### src/rtl/cpu_types_pkg.sv
// Shared CPU/memory types: RAM handshake state, word type and arbiter state encoding.
package cpu_types_pkg;

    typedef logic [31:0] word_t;

    typedef enum logic [1:0] {
        FREE   = 2'd0,
        BUSY   = 2'd1,
        ACCESS = 2'd2,
        ERROR  = 2'd3
    } ramstate_t;

    typedef enum logic [1:0] {
        ARB    = 2'd0,
        DGRANT = 2'd1,
        IGRANT = 2'd2
    } arbstate_t;

    typedef enum logic {
        CLS_D = 1'b0,
        CLS_I = 1'b1
    } class_t;

    localparam int CPUS = 2;

endpackage

### src/rtl/mem_arbiter_rr_pick2.sv
// Two-way round-robin selector: with both requesting, the index opposite last_i wins.
module rr_pick2 (
    input  logic [1:0] req_i,
    input  logic       last_i,
    output logic       idx_o,
    output logic       vld_o
);

    assign vld_o = |req_i;
    assign idx_o = (&req_i) ? ~last_i : req_i[1];

endmodule

### src/rtl/mem_arbiter.sv
// Single-port RAM arbiter for two dcaches and two icaches; locks the grant over a
// dcache block transfer and alternates data/instruction classes between grants.
module mem_arbiter
    import cpu_types_pkg::*;
#(
    parameter int BEATS = 2
) (
    input  logic            CLK,
    input  logic            RST,
    input  logic [1:0]      dREN,
    input  logic [1:0]      dWEN,
    input  word_t           daddr  [CPUS],
    input  word_t           dstore [CPUS],
    input  logic [1:0]      iREN,
    input  word_t           iaddr  [CPUS],
    output logic [1:0]      dwait,
    output logic [1:0]      iwait,
    output word_t           dload,
    output word_t           iload,
    output logic            ramREN,
    output logic            ramWEN,
    output word_t           ramaddr,
    output word_t           ramstore,
    input  word_t           ramload,
    input  ramstate_t       ramstate
);

    localparam int BW = (BEATS > 1) ? $clog2(BEATS) : 1;

    arbstate_t       state_q, state_d;
    logic            owner_q, owner_d;
    logic [BW-1:0]   beat_q, beat_d;
    class_t          last_class_q, last_class_d;
    logic            last_didx_q, last_didx_d;
    logic            last_iidx_q, last_iidx_d;

    logic [1:0] dreq;
    logic       d_idx, d_vld, i_idx, i_vld;
    logic       access, own_dreq, own_ireq;

    assign dreq     = dREN | dWEN;
    assign access   = (ramstate == ACCESS);
    assign own_dreq = dreq[owner_q];
    assign own_ireq = iREN[owner_q];
    assign dload    = ramload;
    assign iload    = ramload;

    rr_pick2 u_drr (.req_i(dreq), .last_i(last_didx_q), .idx_o(d_idx), .vld_o(d_vld));
    rr_pick2 u_irr (.req_i(iREN), .last_i(last_iidx_q), .idx_o(i_idx), .vld_o(i_vld));

    // Strobes follow the owner's live inputs; completion is suppressed while reset is high.
    always_comb begin
        dwait    = 2'b11;
        iwait    = 2'b11;
        ramREN   = 1'b0;
        ramWEN   = 1'b0;
        ramaddr  = '0;
        ramstore = '0;
        case (state_q)
            DGRANT: begin
                ramWEN   = dWEN[owner_q];
                ramREN   = dREN[owner_q] & ~dWEN[owner_q];
                ramaddr  = daddr[owner_q];
                ramstore = dstore[owner_q];
                if (access && own_dreq && !RST) dwait[owner_q] = 1'b0;
            end
            IGRANT: begin
                ramREN  = iREN[owner_q];
                ramaddr = iaddr[owner_q];
                if (access && own_ireq && !RST) iwait[owner_q] = 1'b0;
            end
            default: ;
        endcase
    end

    always_comb begin
        state_d      = state_q;
        owner_d      = owner_q;
        beat_d       = beat_q;
        last_class_d = last_class_q;
        last_didx_d  = last_didx_q;
        last_iidx_d  = last_iidx_q;
        case (state_q)
            ARB: begin
                beat_d = '0;
                if (d_vld && (!i_vld || last_class_q == CLS_I)) begin
                    state_d = DGRANT;
                    owner_d = d_idx;
                end else if (i_vld) begin
                    state_d = IGRANT;
                    owner_d = i_idx;
                end
            end
            DGRANT: begin
                if (own_dreq && access && (int'(beat_q) + 1 < BEATS)) begin
                    beat_d = beat_q + BW'(1);
                end else if (!own_dreq || access) begin
                    state_d      = ARB;
                    beat_d       = '0;
                    last_class_d = CLS_D;
                    last_didx_d  = owner_q;
                end
            end
            IGRANT: begin
                if (!own_ireq || access) begin
                    state_d      = ARB;
                    last_class_d = CLS_I;
                    last_iidx_d  = owner_q;
                end
            end
            default: state_d = ARB;
        endcase
    end

    always_ff @(posedge CLK) begin
        if (RST) begin
            state_q      <= ARB;
            owner_q      <= 1'b0;
            beat_q       <= '0;
            last_class_q <= CLS_I;
            last_didx_q  <= 1'b1;
            last_iidx_q  <= 1'b1;
        end else begin
            state_q      <= state_d;
            owner_q      <= owner_d;
            beat_q       <= beat_d;
            last_class_q <= last_class_d;
            last_didx_q  <= last_didx_d;
            last_iidx_q  <= last_iidx_d;
        end
    end

endmodule
### config.mk
export PLATFORM = sky130hd
export DESIGN_NAME = mem_arbiter
export DESIGN_NICKNAME = d
export VERILOG_FILES = /design/src/rtl/cpu_types_pkg.sv /design/src/rtl/mem_arbiter_rr_pick2.sv /design/src/rtl/mem_arbiter.sv
export SDC_FILE = /design/constraint.sdc
export NUM_CORES = 1
export LEC_CHECK = 0
export ABC_AREA = 1
export BUFFER_PORTS_ARGS = -buffer_cell sky130_fd_sc_hd__buf_2
export CAP_MARGIN = 20
export CORE_AREA = 4 4 139 141
export DETAILED_ROUTE_END_ITERATION = 8
export DIE_AREA = 0 0 143 145
export HOLD_SLACK_MARGIN = 0.05
export PLACE_DENSITY = 0.4
export RECOVER_POWER = 50
export SLEW_MARGIN = 20
export SYNTH_ARGS = -nofsm -noshare
export SYNTH_HDL_FRONTEND = slang
export SYNTH_HIERARCHICAL = 1
export SYNTH_SLANG_ARGS = --single-unit
### constraint.sdc
create_clock -name CLK -period 4.8 [get_ports CLK]
set_clock_uncertainty 0.2 [all_clocks]
set_input_delay 0.48 -clock CLK [delete_from_list [all_inputs] [get_ports CLK]]
set_output_delay 0.48 -clock CLK [all_outputs]
set_load 0.05 [all_outputs]
After elaboration in Yosys (flattened, before gate mapping) --
Index checks and enable logic that the tools add are counted.
Operators by class: order comparisons 4, eq/ne operators 8, div/mod/pow operators 0, mux-type cells 43, multipliers 0, reduce and logical (&&, ||, !) cells 28, shifts and indexed selects 0, bitwise gates (word level) 8, $add $sub $neg 2
Operators by type and width (number):
- 2-to-1 mux 32 bit | 10
- one-hot mux 32 bit (2 select lines) | 1
- 2-to-1 mux 1 bit | 18
- 2-to-1 mux 2 bit | 9
- AND reduction 2 bit | 5
- AND reduction 4 bit | 2
- logical AND 1 bit | 7
- != test 2 bit (second input constant) | 3
- != test 3 bit (second input constant) | 2
- one-hot mux 1 bit (2 select lines) | 3
- one-hot mux 2 bit (3 select lines) | 1
- nonzero test 2 bit | 3
- == test 2 bit (second input constant) | 2
- logical NOT 1 bit | 4
- inverter 1 bit | 4
- OR reduction 2 bit | 2
- logical OR 1 bit | 3
- AND reduction 3 bit | 1
- adder 1 x 1 -> 2 bit (second input constant) | 1
- == test 2 x 1 -> 1 bit (second input constant) | 1
- greater-or-equal comparator 2 bit (second input constant) | 1
- logical NOT 2 bit | 1
- less-than comparator 1 x 2 -> 1 bit (second input constant) | 1
- less-than comparator 2 bit (second input constant) | 1
- other kinds (7) | 7
Word-level totals: logic and storage cells 99, memory bits (read-only) 0, latch bits 0, bits in writable memories 0, flip-flop bits (word level) 7, output and inout bits 134, memories 0

Logic depth before layout (Yosys ltp) --
Gate-level depths: netlist of run 1.
depth in word-level cells 8, mapped depth 10, gate-level depth less buffers 10

By module --
The synthesis of run 1 kept the hierarchy.
Modules (own cells, without submodules):
- mem_arbiter | cells an instance 319, area an instance 2307.2 um2, instances 1
- rr_pick2 | cells an instance 3, area an instance 15.0 um2, instances 2

Worst setup path before layout of run 1 --
No wires, ideal clock.
path type register -> output, start register state_q[1], end output port ramaddr[11], cell stages (with the launch flop) 9, slack 2.276 ns, arrival 1.844 ns, path buffers 2, cell sequence dfxtp_1 inv_1 ha_1 nand2_1 inv_2 buf_6 buf_6 a22oi_1 a21oi_1
On the way: longest elaborated chain between the ends 2, elaborated cells on any way between the ends 3, those cells by class 2 x eq/ne; 1 x mux
Ends and longest elaborated chain:
- start: declaration | RTL line mem_arbiter.sv:30 | arbstate_t state_q, state_d;
- start signal: assignment | RTL line mem_arbiter.sv:124 | state_q <= state_d;
- == test 2 bit / == test 2 x 1 -> 1 bit (equally long branches) | RTL line mem_arbiter.sv:59 | case (state_q)
- one-hot mux 32 bit (2 select lines) (*) | RTL line mem_arbiter.sv:59
- end: declaration | RTL line mem_arbiter.sv:22 | output word_t ramaddr,
Mark *: on every way between the ends. The rest lies on a longest branch, timed or not.

Final worst setup path of run 1 --
start register state_q[1], end output port ramaddr[22]
The elaborated chain is that of the path after synthesis.

==> metrics.json, run 1 <==
{
  "logic_synthesis": {
    "ys_seq_area_frac": 0.05996,
    "synth_area_sq_um": 2337,
    "ys_types": 25,
    "synth_top_area_share": 0.2056,
    "synth-seq-cells": 7,
    "yosysWarningCount": 6,
    "synth_nets": 562,
    "avgSynthCellArea_sq_um": 7.192,
    "synth_cells": 325,
    "synthDominantAreaCellType": "sky130_fd_sc_hd__buf_4",
    "synth.area.top_cells": "sky130_fd_sc_hd__buf_4, sky130_fd_sc_hd__a22oi_1, sky130_fd_sc_hd__a22o_1, sky130_fd_sc_hd__a22oi_2, sky130_fd_sc_hd__a21oi_2"
  },
  "critical_path": {
    "path_cells": "inv_1 > ha_1 > nand2_2 > inv_2 > buf_4 > a22oi_1 > a21oi_1 > buf_2",
    "timing.critical_path.from_type": "register",
    "timing.critical_path.fanout_max": 38,
    "critPathKind": "reg -> out",
    "max_stage_delay_ns": 0.53,
    "ff2ff_setup_slack_ns": 2.92,
    "worst_path_max_delay_cell": "sky130_fd_sc_hd__inv_2",
    "timing.reg2reg.worst_path_depth": 8,
    "worst_ep_arrival_time_ns": 2.60,
    "critPathRequiredTime_ns": 4.12,
    "crit_path_end_kind": "primary output"
  },
  "clock_tree": {
    "clk_transition_reported_paths_ns": 0.04,
    "tritoncts": "yes",
    "clock_tree.htree_level_count": 1,
    "clock_sinks": 7,
    "numCtsBuffers": 3,
    "cts_max_path_buffers": 2,
    "clock_latency_ns": 0.24,
    "holdBufCountCts": 0,
    "post_cts_setup_inserts": 0,
    "cts-root-buf": "sky130_fd_sc_hd__clkbuf_16",
    "count_of_cells_resized_by_post_cts_repair": 0
  },
  "sta": {
    "relative_max_transition_margin": 0.3569,
    "hold_violations": 0,
    "setup-tns-final_ns": 0,
    "fmaxAchievable_ghz": 0.3048,
    "report.final.setup_viol": 0,
    "rsz_0062_raised_after_global_routing": "false",
    "maxSlewViolCount": 0,
    "max_slew.worst_pin.slew_ns": 0.9646,
    "post-route-period-util": 0.6834,
    "fin_ws_ns": 1.520,
    "clock_period_minus_worst_slack_ns": 3.280
  },
  "placed_design": {
    "place_worst_setup_slack_ns": 1.703,
    "finalWeightedCongestion": 0.7754,
    "dpl.cell_count": 742,
    "dpl_cell_area_sq_um": 3376,
    "numPortBuffers": 271,
    "dp_hpwl_mm": 11.01
  },
  "power_and_ir_drop": {
    "p_leak_nw": 1.802,
    "ir_worst_vdd_v": 0.0002047,
    "totalPowerFinal_mw": 1.946,
    "power.density_nw_per_um2": 563.6
  },
  "die": {
    "row_count": 49,
    "starting_utilization_of_the_core_area": 0.1301,
    "die_w_microns": 143,
    "die-height_microns": 145,
    "fp.coreArea_sq_um": 17960,
    "die_area_sq_um": 20740,
    "ioPinCount": 368
  },
  "routing": {
    "postRouteWirelength_mm": 13.18,
    "ant_nets": 0,
    "vias": 3117,
    "drt_pass1_iterations": 4,
    "post_drt_via_cell_ratio": 4.178,
    "drc_errors": 0,
    "post_dr_wirelength_cell_microns": 17.67,
    "iter_0_drt_violations": 61
  },
  "status": {
    "run_status": "finished clean"
  },
  "grt": {
    "maximum_number_of_pins_on_one_net_before_global_route_repair": 39,
    "grt_antenna_before_repair": 0,
    "grt_use_total": 0.1134,
    "grt_pass1_vias": 3193,
    "grt_overflow_total": 0,
    "global_route_wire_length_before_repair_mm": 18.17
  },
  "cells_and_area": {
    "seq_area_sq_um": 140.1,
    "areaGrowthSynthToFinish_pct": 47.75,
    "layout-drive-gt1-share": 0.6267,
    "postLayoutCellArea_sq_um": 3453,
    "finalNonFillerCells": 746,
    "filler_cell_count": 2082,
    "finish.net_count": 755,
    "diodes_inserted": 0,
    "area_of_combinational_cells_with_multiple_inputs_sq_um": 1459
  },
  "worst_hold_path": {
    "worst_hold_path.num_cells": 2,
    "hold_class": "reg -> reg"
  },
  "run": {
    "cap_viol_max_count": 0
  }
}
## worst max-delay path, delay by kind of cell (launching register included)
| family | cells | cell delay (ns) |
|---|---|---|
| AOI/OAI and AO/OA | 2 | 0.29 |
| adders and majority gates | 1 | 0.26 |
| buffers and inverters | 4 | 1.41 |
| DFF | 1 | 0.31 |
| and+or+nand+nor | 1 | 0.09 |
## layer usage
layer,global-route usage,share of wire,vias up
li1,-,-,1502
met1,0.1223,0.37,1387
met2,0.2249,0.52,200
met3,0.01645,0.089,28
met4,0.02947,0.018,0
met5,0,0,-
## flip-flops by register name, summed over array words and instances, names as in the netlist
name,flops
owner_q,1
beat_q,1
last_iidx_q,1
state_q,2
last_class_q,1
last_didx_q,1
## cell families (layout without fill, tap and decap cells)
logic type,after synthesis,in the layout,share of synthesized area
flops,7,7,0.05996
compound gates,139,139,0.4941
simple gates,63,63,0.1140
buf+inv,113,305,0.3159
fa+ha+maj,3,3,0.01606
## final timing paths
kind / end / startpoint
worst max-delay path: ramaddr[22] / state_q[1]$_SDFFE_PP0P_
worst min register to register: last_class_q$_SDFFE_PP1P_ / last_class_q$_SDFFE_PP1P_
worst max register to register: state_q[0]$_SDFFE_PP0P_ / owner_q$_SDFFE_PP0P_
worst min-delay path: last_class_q$_SDFFE_PP1P_ / last_class_q$_SDFFE_PP1P_
## placed cells by master (no fill, tap or decap), types with 5 or more instances in the layout
master                    instances
sky130_fd_sc_hd__buf_2          271
sky130_fd_sc_hd__a22oi_1         44
sky130_fd_sc_hd__nand2_1         37
sky130_fd_sc_hd__a22o_1          32
sky130_fd_sc_hd__inv_1           21
sky130_fd_sc_hd__a22oi_2         20
sky130_fd_sc_hd__a21oi_2         20
sky130_fd_sc_hd__a21oi_1         19
sky130_fd_sc_hd__nor2_1           9
sky130_fd_sc_hd__nand3_1          9
sky130_fd_sc_hd__dfxtp_1          7
sky130_fd_sc_hd__buf_4            5
## cell type report
type                       count  area share
multi-input combinational    205      0.4225
timing repair buffer         276      0.4036
tap                          229     0.08297
sequential                     7     0.04058
inverter                      25     0.02754
clock buffer                   4     0.02283
## where the power goes
part	internal, mW	switching [mW]	leakage, nW
logic	0.422	1.28	1.71
clock network	0.111	0.0359	0.0382
registers	0.0793	0.0205	0.0576
total	0.612	1.33	1.80
## synthesized netlist by cell type (all sizes together)
master / count
buf: 86
nand4: 2
nand3: 9
nor3: 2
nand2: 38
nor2: 9
a22o: 32
a22oi: 64
clkbuf: 2
nor3b: 1
inv: 25
o21ai: 2
o211ai: 1
ha: 3
o22ai: 1
or2: 2
dfxtp: 7
a21oi: 39
## metrics by stage
stage                     utilization  hold slack [ns]
after floorplan                     -           0.2188
after global placement         0.1879           0.2327
after detailed placement       0.1879           0.2402
after CTS                      0.1923           0.2484
after global routing           0.1922           0.2801
final                          0.1922           0.2455
Note: power is estimated with default switching activity, not from simulation.
==> inputs of run 2 (changes only) <==
==> constraint.sdc (replaced) <==
create_clock -name CLK -period 3.22 [get_ports CLK]
set_clock_uncertainty 0.2 [all_clocks]
set_input_delay 0.322 -clock CLK [delete_from_list [all_inputs] [get_ports CLK]]
set_output_delay 0.322 -clock CLK [all_outputs]
set_load 0.05 [all_outputs]
==> metrics.json, run 2 (same netlist as run 1, synthesis figures left out) <==
{
  "cells_and_area": {
    "finalNonFillerCells": {"value": 749, "change": "+0.40%"},
    "layout-drive-gt1-share": {"value": 0.6288, "change": "+0.002154"},
    "finish.net_count": {"value": 758, "change": "+0.40%"},
    "regMostFlops": "state_q",
    "filler_cell_count": {"value": 2049, "change": "-1.6%"},
    "diodes_inserted": {"value": 0, "change": "unchanged"},
    "area_of_combinational_cells_with_multiple_inputs": {"value": 1459, "unit": "sq um", "change": "unchanged"},
    "seq_area": {"value": 140.1, "unit": "sq um", "change": "unchanged"},
    "areaGrowthSynthToFinish_pct": 51.39,
    "largest_reg_flops": {"value": 2, "change": "unchanged"},
    "utilization": {"value": 0.1970, "change": "+0.004736"},
    "final_cell_mix": "sky130_fd_sc_hd__buf_2, sky130_fd_sc_hd__a22oi_1, sky130_fd_sc_hd__nand2_1",
    "final_common_cell": "sky130_fd_sc_hd__buf_2"
  },
  "clock_tree": {
    "clock_latency": {"value": 0.24, "unit": "ns", "change": "about the same"},
    "cts-root-buf": "sky130_fd_sc_hd__clkbuf_16",
    "tritoncts": "yes",
    "clock_tree.htree_level_count": {"value": 1, "change": "unchanged"},
    "cts_max_path_buffers": {"value": 2, "change": "unchanged"},
    "holdBufCountCts": {"value": 0, "change": "unchanged"},
    "clk_transition_reported_paths": {"value": 0.04, "unit": "ns", "change": "about the same"},
    "numCtsBuffers": {"value": 3, "change": "unchanged"},
    "count_of_cells_resized_by_post_cts_repair": {"value": 0, "change": "unchanged"},
    "clock_sinks": {"value": 7, "change": "unchanged"},
    "post_cts_setup_inserts": {"value": 0, "change": "unchanged"}
  },
  "power_and_ir_drop": {
    "ir_worst_vdd": {"value": 0.0003329, "unit": "V", "change": "+63%"},
    "p_leak": {"value": 1.835, "unit": "nW", "change": "+1.8%"},
    "totalPowerFinal": {"value": 2.996, "unit": "mW", "change": "+54%"},
    "power.density": {"value": 846.7, "unit": "nW/um^2", "change": "+50%"}
  },
  "status": {
    "run_status": "finished clean"
  },
  "critical_path": {
    "worst_ep_arrival_time": {"value": 2.22, "unit": "ns", "change": "-0.38 ns"},
    "path_cells": "clkinvlp_2 > nand3_1 > nand2_1 > nor3_1 > nand2_1 > buf_2",
    "critPathKind": "reg -> out",
    "worst_path_max_delay_cell": "sky130_fd_sc_hd__nor3_1",
    "max_stage_delay": {"value": 0.54, "unit": "ns", "change": "about the same"},
    "cp-startpoint": "owner_q$_SDFFE_PP0P_",
    "crit_path_end_kind": "primary output",
    "timing.critical_path.fanout_max": {"value": 9, "change": "-76%"},
    "critical-path-top-cell-by-count": "sky130_fd_sc_hd__nand2_1",
    "crit-reg2reg-launch": "owner_q$_SDFFE_PP0P_",
    "timing.critical_path.from_type": "register",
    "critPathRequiredTime": {"value": 2.70, "unit": "ns", "change": "-1.42 ns"}
  },
  "grt": {
    "grt_use_total": {"value": 0.1161, "change": "+0.002619"},
    "global_route_wire_length_before_repair": {"value": 18.54, "unit": "mm", "change": "+2.0%"},
    "grt_antenna_before_repair": {"value": 0, "change": "unchanged"},
    "grt_overflow_total": {"value": 0, "change": "unchanged"},
    "maximum_number_of_pins_on_one_net_before_global_route_repair": {"value": 44, "change": "+13%"},
    "grt_pass1_vias": {"value": 3122, "change": "-2.2%"}
  },
  "placed_design": {
    "finalWeightedCongestion": {"value": 0.7859, "change": "+1.4%"},
    "dpl.cell_count": {"value": 745, "change": "+0.40%"},
    "dp_hpwl": {"value": 11.37, "unit": "mm", "change": "+3.2%"},
    "numPortBuffers": {"value": 271, "change": "unchanged"}
  },
  "sta": {
    "clock_period_minus_worst_slack_ns": 2.744,
    "rsz_0062_raised_after_global_routing": "false",
    "setup-tns-final": {"value": 0, "unit": "ns", "change": "unchanged"},
    "relative_max_transition_margin": {"value": 0.5443, "change": "+0.1873"},
    "max_slew.worst_pin.slew": {"value": 0.6784, "unit": "ns", "change": "-0.2862 ns"},
    "post-route-period-util": 0.8522,
    "fmaxAchievable_ghz": 0.3644,
    "maxSlewViolCount": {"value": 0, "change": "unchanged"},
    "hold_violations": {"value": 0, "change": "unchanged"},
    "report.final.setup_viol": {"value": 0, "change": "unchanged"},
    "hold_slack": {"value": 0.1633, "unit": "ns", "change": "-0.08223 ns"}
  },
  "routing": {
    "post_dr_wirelength_cell": {"value": 18.07, "unit": "microns", "change": "+2.3%"},
    "post_drt_via_cell_ratio": {"value": 4.232, "change": "+1.3%"},
    "postRouteWirelength": {"value": 13.54, "unit": "mm", "change": "+2.7%"},
    "drt_pass1_iterations": {"value": 4, "change": "unchanged"},
    "ant_nets": {"value": 0, "change": "unchanged"},
    "drc_errors": {"value": 0, "change": "unchanged"},
    "iter_0_drt_violations": {"value": 99, "change": "+62%"},
    "vias": {"value": 3170, "change": "+1.7%"}
  },
  "die": {
    "fp.coreArea": {"value": 17960, "unit": "sq um", "change": "unchanged"},
    "ioPinCount": {"value": 368, "change": "unchanged"},
    "die_area": {"value": 20740, "unit": "sq um", "change": "unchanged"},
    "row_count": {"value": 49, "change": "unchanged"},
    "starting_utilization_of_the_core_area": {"value": 0.1301, "change": "unchanged"},
    "die-height": {"value": 145, "unit": "microns", "change": "unchanged"},
    "die_w": {"value": 143, "unit": "microns", "change": "unchanged"}
  },
  "run": {
    "cap_viol_max_count": {"value": 0, "change": "unchanged"}
  },
  "worst_hold_path": {
    "holdCritStartpoint": "RST",
    "hold_class": "in -> reg"
  }
}
==> run 2: cell types whose count changed in the layout (fill, tap and decap cells not counted), sizes merged <==
cell	before	now
buf	276	279
==> run 2: cell type report <==
cell class / count / share of cell area
inverters: 25 / 0.02687
repair buffers: 279 / 0.4180
clock buffers: 4 / 0.02228
flip-flops and latches: 7 / 0.03960
well taps: 229 / 0.08098
multi-input cells: 205 / 0.4123
==> run 2: report_power, final <==
group	switching (mW)	internal, mW	leakage [nW]	total (mW)
combinational	1.92	0.710	1.74	2.63
clock	0.0545	0.165	0.0382	0.220
sequential	0.0315	0.118	0.0576	0.150
==> run 2: final timing paths <==
check / endpoint / slack (ns) / depth (start not counted)
worst min register to register: last_class_q$_SDFFE_PP1P_ / 0.25 / 2
worst max-delay path: dwait[1] / 0.48 / 6
worst max register to register: state_q[0]$_SDFFE_PP0P_ / 1.32 / 8
worst min-delay path: last_class_q$_SDFFE_PP1P_ / 0.16 / 3
==> run 2: through the flow <==
stage | area [sq um] | setup slack (ns)
6_report | 3538 | 0.4759
5_1_grt | 3538 | 0.3533
4_1_cts | 3540 | 0.5369
3_5_place_dp | 3461 | 0.7780
3_3_place_gp | 3461 | 0.7599
2_1_floorplan | 2337 | 0.8538
==> run 2: per-layer routing <==
metal | share of wire | vias to the layer above | track usage
met5 | 0 | - | 0
met3 | 0.099 | 29 | 0.02238
met4 | 0.018 | 0 | 0.02804
li1 | - | 1512 | -
met1 | 0.35 | 1419 | 0.1185
met2 | 0.54 | 210 | 0.2350
==> run 2: critical path, delay by kind of cell, from the launching register on <==
| family | cells | cell delay (ns) |
|---|---|---|
| buf+inv | 2 | 0.57 |
| flops | 1 | 0.51 |
| simple gates | 4 | 0.92 |
==> inputs of run 3 (changes only) <==
--- a/config.mk
+++ b/config.mk
@@ -5,14 +5,13 @@
 export SDC_FILE = /design/constraint.sdc
 export NUM_CORES = 1
 export LEC_CHECK = 0
-export ABC_AREA = 1
 export BUFFER_PORTS_ARGS = -buffer_cell sky130_fd_sc_hd__buf_2
 export CAP_MARGIN = 20
-export CORE_AREA = 4 4 139 141
+export CORE_AREA = 4 4 142 144
 export DETAILED_ROUTE_END_ITERATION = 8
-export DIE_AREA = 0 0 143 145
+export DIE_AREA = 0 0 146 148
 export HOLD_SLACK_MARGIN = 0.05
-export PLACE_DENSITY = 0.4
+export PLACE_DENSITY = 0.42
 export RECOVER_POWER = 50
 export SLEW_MARGIN = 20
 export SYNTH_ARGS = -nofsm -noshare
==> metrics.json, run 3 <==
{
  "sta": {
    "post-route-period-util": {"value": 0.8353, "change": "-0.01691"},
    "fmaxAchievable": {"value": 0.3718, "unit": "GHz", "change": "+2.0%"},
    "rsz_0062_raised_after_global_routing": "false",
    "relative_max_transition_margin": {"value": 0.5701, "change": "+0.02589"},
    "hold_violations": {"value": 0, "change": "unchanged"},
    "maxSlewViolCount": {"value": 0, "change": "unchanged"},
    "clock_period_minus_worst_slack": {"value": 2.690, "unit": "ns", "change": "-0.05444 ns"},
    "max_slew.worst_pin.slew": {"value": 0.6448, "unit": "ns", "change": "-0.03361 ns"},
    "setup-tns-final": {"value": 0, "unit": "ns", "change": "unchanged"},
    "report.final.setup_viol": {"value": 0, "change": "unchanged"}
  },
  "power_and_ir_drop": {
    "power.density": {"value": 673.6, "unit": "nW/um^2", "change": "-20%"},
    "combinationalPowerShare": {"value": 0.845, "change": "-0.032"},
    "internal-power": {"value": 1.169, "unit": "mW", "change": "+18%"},
    "p_leak": {"value": 1.958, "unit": "nW", "change": "+6.7%"},
    "ir_worst_vdd": {"value": 0.0003321, "unit": "V", "change": "-0.23%"},
    "switching_power": {"value": 1.600, "unit": "mW", "change": "-20%"},
    "totalPowerFinal": {"value": 2.769, "unit": "mW", "change": "-7.6%"},
    "seq_power_share": {"value": 0.076, "change": "+0.026"},
    "clockPowerShare": {"value": 0.080, "change": "+0.007"},
    "switching_share": {"value": 0.5778, "change": "-0.09053"}
  },
  "logic_synthesis": {
    "synth_nets": {"value": 599, "change": "+6.6%"},
    "synth_enable_flop_cells": {"value": 0, "change": "unchanged"},
    "ys_seq_area_frac": {"value": 0.04805, "change": "-0.01191"},
    "synthMostInstantiatedCell": "sky130_fd_sc_hd__nor2b_1",
    "synth-seq-cells": {"value": 7, "change": "unchanged"},
    "avgSynthCellArea": {"value": 8.057, "unit": "sq um", "change": "+12%"},
    "yosysWarningCount": {"value": 6, "change": "unchanged"},
    "ys_types": {"value": 39, "change": "+56%"},
    "netlist_top_cells_count": "sky130_fd_sc_hd__nor2b_1, sky130_fd_sc_hd__mux2_2, sky130_fd_sc_hd__buf_4, sky130_fd_sc_hd__mux2i_1, sky130_fd_sc_hd__a22oi_1",
    "synth_ff_type": "sky130_fd_sc_hd__dfxtp_1",
    "synth_cells": {"value": 362, "change": "+11%"},
    "synth_area": {"value": 2917, "unit": "sq um", "change": "+25%"},
    "synth_top_area_share": {"value": 0.2510, "change": "+0.04540"},
    "synthDominantAreaCellType": "sky130_fd_sc_hd__mux2_2",
    "synth-async-reset-ratio": {"value": 0, "change": "unchanged"},
    "synth.area.top_cells": "sky130_fd_sc_hd__mux2_2, sky130_fd_sc_hd__buf_4, sky130_fd_sc_hd__nor2b_1, sky130_fd_sc_hd__mux2i_1, sky130_fd_sc_hd__a22oi_1"
  },
  "critical_path": {
    "timing.critical_path.fanout_max": {"value": 48, "change": "+39"},
    "worst_ep_arrival_time": {"value": 2.17, "unit": "ns", "change": "-0.05 ns"},
    "critical_path.top_delay_family": "simple AND/OR/NAND/NOR gates",
    "crit_path_end_kind": "primary output",
    "ff2ff_setup_slack": {"value": 1.04, "unit": "ns", "change": "-0.28 ns"},
    "max_stage_delay": {"value": 0.74, "unit": "ns", "change": "+0.20 ns"},
    "critPathKind": "reg -> out",
    "worst_path_max_delay_cell": "sky130_fd_sc_hd__dfxtp_4",
    "path_cells": "or3b_1 > nand3_1 > nor3_1 > nand2b_1 > buf_2",
    "path_buf_inv": {"value": 1, "change": "-1"},
    "critPathRequiredTime": {"value": 2.70, "unit": "ns", "change": "about the same"},
    "timing.critical_path.from_type": "register"
  },
  "grt": {
    "grt.met1_usage": {"value": 0.1085, "change": "-0.01001"},
    "maximum_number_of_pins_on_one_net_before_global_route_repair": {"value": 67, "change": "+52%"},
    "global_route_wire_length_before_repair": {"value": 19.35, "unit": "mm", "change": "+4.4%"},
    "grt_pass1_vias": {"value": 3394, "change": "+8.7%"},
    "gr-max-usage-layer": "met2",
    "grt_use_total": {"value": 0.1118, "change": "-0.004261"},
    "gr-usage-met3": {"value": 0.06162, "change": "+0.03924"},
    "grt_overflow_total": {"value": 0, "change": "unchanged"},
    "global_route.usage.met2": {"value": 0.2142, "change": "-0.02073"},
    "grt_antenna_before_repair": {"value": 1, "change": "+1"}
  },
  "clock_tree": {
    "cts_max_path_buffers": {"value": 2, "change": "unchanged"},
    "cts-root-buf": "sky130_fd_sc_hd__clkbuf_16",
    "count_of_cells_resized_by_post_cts_repair": {"value": 0, "change": "unchanged"},
    "numCtsBuffers": {"value": 3, "change": "unchanged"},
    "holdBufCountCts": {"value": 0, "change": "unchanged"},
    "clk_transition_reported_paths": {"value": 0.04, "unit": "ns", "change": "about the same"},
    "clock_sinks": {"value": 7, "change": "unchanged"},
    "clock_tree.htree_level_count": {"value": 1, "change": "unchanged"},
    "clock_latency": {"value": 0.24, "unit": "ns", "change": "about the same"},
    "tritoncts": "yes",
    "post_cts_setup_inserts": {"value": 0, "change": "unchanged"}
  },
  "run": {
    "cap_viol_max_count": {"value": 0, "change": "unchanged"}
  },
  "placed_design": {
    "dp_hpwl": {"value": 11.37, "unit": "mm", "change": "about the same"},
    "dpl_cell_area": {"value": 4036, "unit": "sq um", "change": "+17%"},
    "finalWeightedCongestion": {"value": 0.7341, "change": "-6.6%"},
    "numPortBuffers": {"value": 271, "change": "unchanged"}
  },
  "routing": {
    "post_drt_via_cell_ratio": {"value": 4.131, "change": "-2.4%"},
    "ant_nets": {"value": 0, "change": "unchanged"},
    "post_dr_wirelength_cell": {"value": 16.89, "unit": "microns", "change": "-6.6%"},
    "vias": {"value": 3247, "change": "+2.4%"},
    "postRouteWirelength": {"value": 13.27, "unit": "mm", "change": "-1.9%"},
    "iter_0_drt_violations": {"value": 124, "change": "+25%"},
    "drc_errors": {"value": 0, "change": "unchanged"},
    "drt_pass1_iterations": {"value": 4, "change": "unchanged"}
  },
  "cells_and_area": {
    "areaGrowthSynthToFinish_pct": 40.93,
    "regMostFlops": "state_q",
    "seq_area": {"value": 143.9, "unit": "sq um", "change": "+2.7%"},
    "postLayoutCellArea": {"value": 4110, "unit": "sq um", "change": "+16%"},
    "finish.net_count": {"value": 789, "change": "+4.1%"},
    "layout-drive-gt1-share": {"value": 0.6407, "change": "+0.01181"},
    "filler_cell_count": {"value": 2073, "change": "+1.2%"},
    "largest_reg_flops": {"value": 2, "change": "unchanged"},
    "final_common_cell": "sky130_fd_sc_hd__buf_2",
    "area_of_combinational_cells_with_multiple_inputs": {"value": 2136, "unit": "sq um", "change": "+46%"},
    "final_cell_mix": "sky130_fd_sc_hd__buf_2, sky130_fd_sc_hd__nor2b_1, sky130_fd_sc_hd__mux2_2"
  },
  "die": {
    "die_area": {"value": 21610, "unit": "sq um", "change": "+4.2%"},
    "starting_utilization_of_the_core_area": {"value": 0.1559, "change": "+0.02581"},
    "ioPinCount": {"value": 368, "change": "unchanged"},
    "die_w": {"value": 146, "unit": "microns", "change": "+2.1%"},
    "row_count": {"value": 50, "change": "+2.0%"},
    "fp.coreArea": {"value": 18710, "unit": "sq um", "change": "+4.1%"},
    "die-height": {"value": 148, "unit": "microns", "change": "+2.1%"}
  },
  "status": {
    "run_status": "finished clean"
  },
  "worst_hold_path": {
    "hold_class": "in -> reg"
  }
}
[run 3: power groups by stage]
stage	registers (mW)	clock network [mW]	logic (mW)
floorplan	0.122	0	2.07
global placement	0.215	0	2.39
detailed placement	0.214	0	2.38
CTS	0.213	0.224	2.39
global route	0.222	0.229	2.52
finish	0.209	0.220	2.34
[run 3: final timing paths]
kind / cells after the start / end / from
max: 5 / dwait[0] / owner_q$_SDFFE_PP0P_
min: 2 / owner_q$_SDFFE_PP0P_ / RST
max reg2reg: 4 / beat_q$_SDFFE_PP0P_ / owner_q$_SDFFE_PP0P_
min reg2reg: 1 / beat_q$_SDFFE_PP0P_ / beat_q$_SDFFE_PP0P_
[run 3: cell families (layout without fill, tap and decap cells)]
group           count (synthesis)  in the layout  share of synthesized area
mux                           101            101                     0.3762
simple gates                  100            100                     0.2076
buf+inv                        99            288                     0.2179
compound gates                 52             52                     0.1373
flops                           7              7                    0.04805
fa+ha+maj                       3              3                    0.01287
other cells                     0              1                          0
[run 3: per-stage QoR]
step / setup slack [ns] / hold WS, ns / utilization / cells
2_1_floorplan: 0.7558 / 0.2698 / - / 362
3_3_place_gp: 0.7708 / 0.2816 / 0.2158 / 781
3_5_place_dp: 0.7945 / 0.2815 / 0.2158 / 781
4_1_cts: 0.5434 / 0.2482 / 0.2200 / 785
5_1_grt: 0.3368 / 0.2727 / 0.2196 / 785
6_report: 0.5303 / 0.2502 / 0.2197 / 786
[run 3: layer usage]
metal / routed length [microns] / vias up
met2: 6745 / 252
met4: 111 / 0
met3: 1959 / 4
met1: 4457 / 1403
li1: - / 1588
met5: 0 / -
[run 3: layout make-up]
cell class                      instances  area share
Antenna cell                            1   0.0006088
Clock buffer                            4     0.01918
Inverter                                6    0.005479
Multi-Input combinational cell        256      0.5196
Sequential cell                         7     0.03501
Tap cell                              234     0.07123
Timing Repair Buffer                  278      0.3489
[run 3: worst register-to-register path: cells and delay by family (launching register included)]
| family | cells | cell delay [ns] |
|---|---|---|
| DFF | 1 | 0.74 |
| muxes | 1 | 0.27 |
| and+or+nand+nor | 3 | 0.86 |
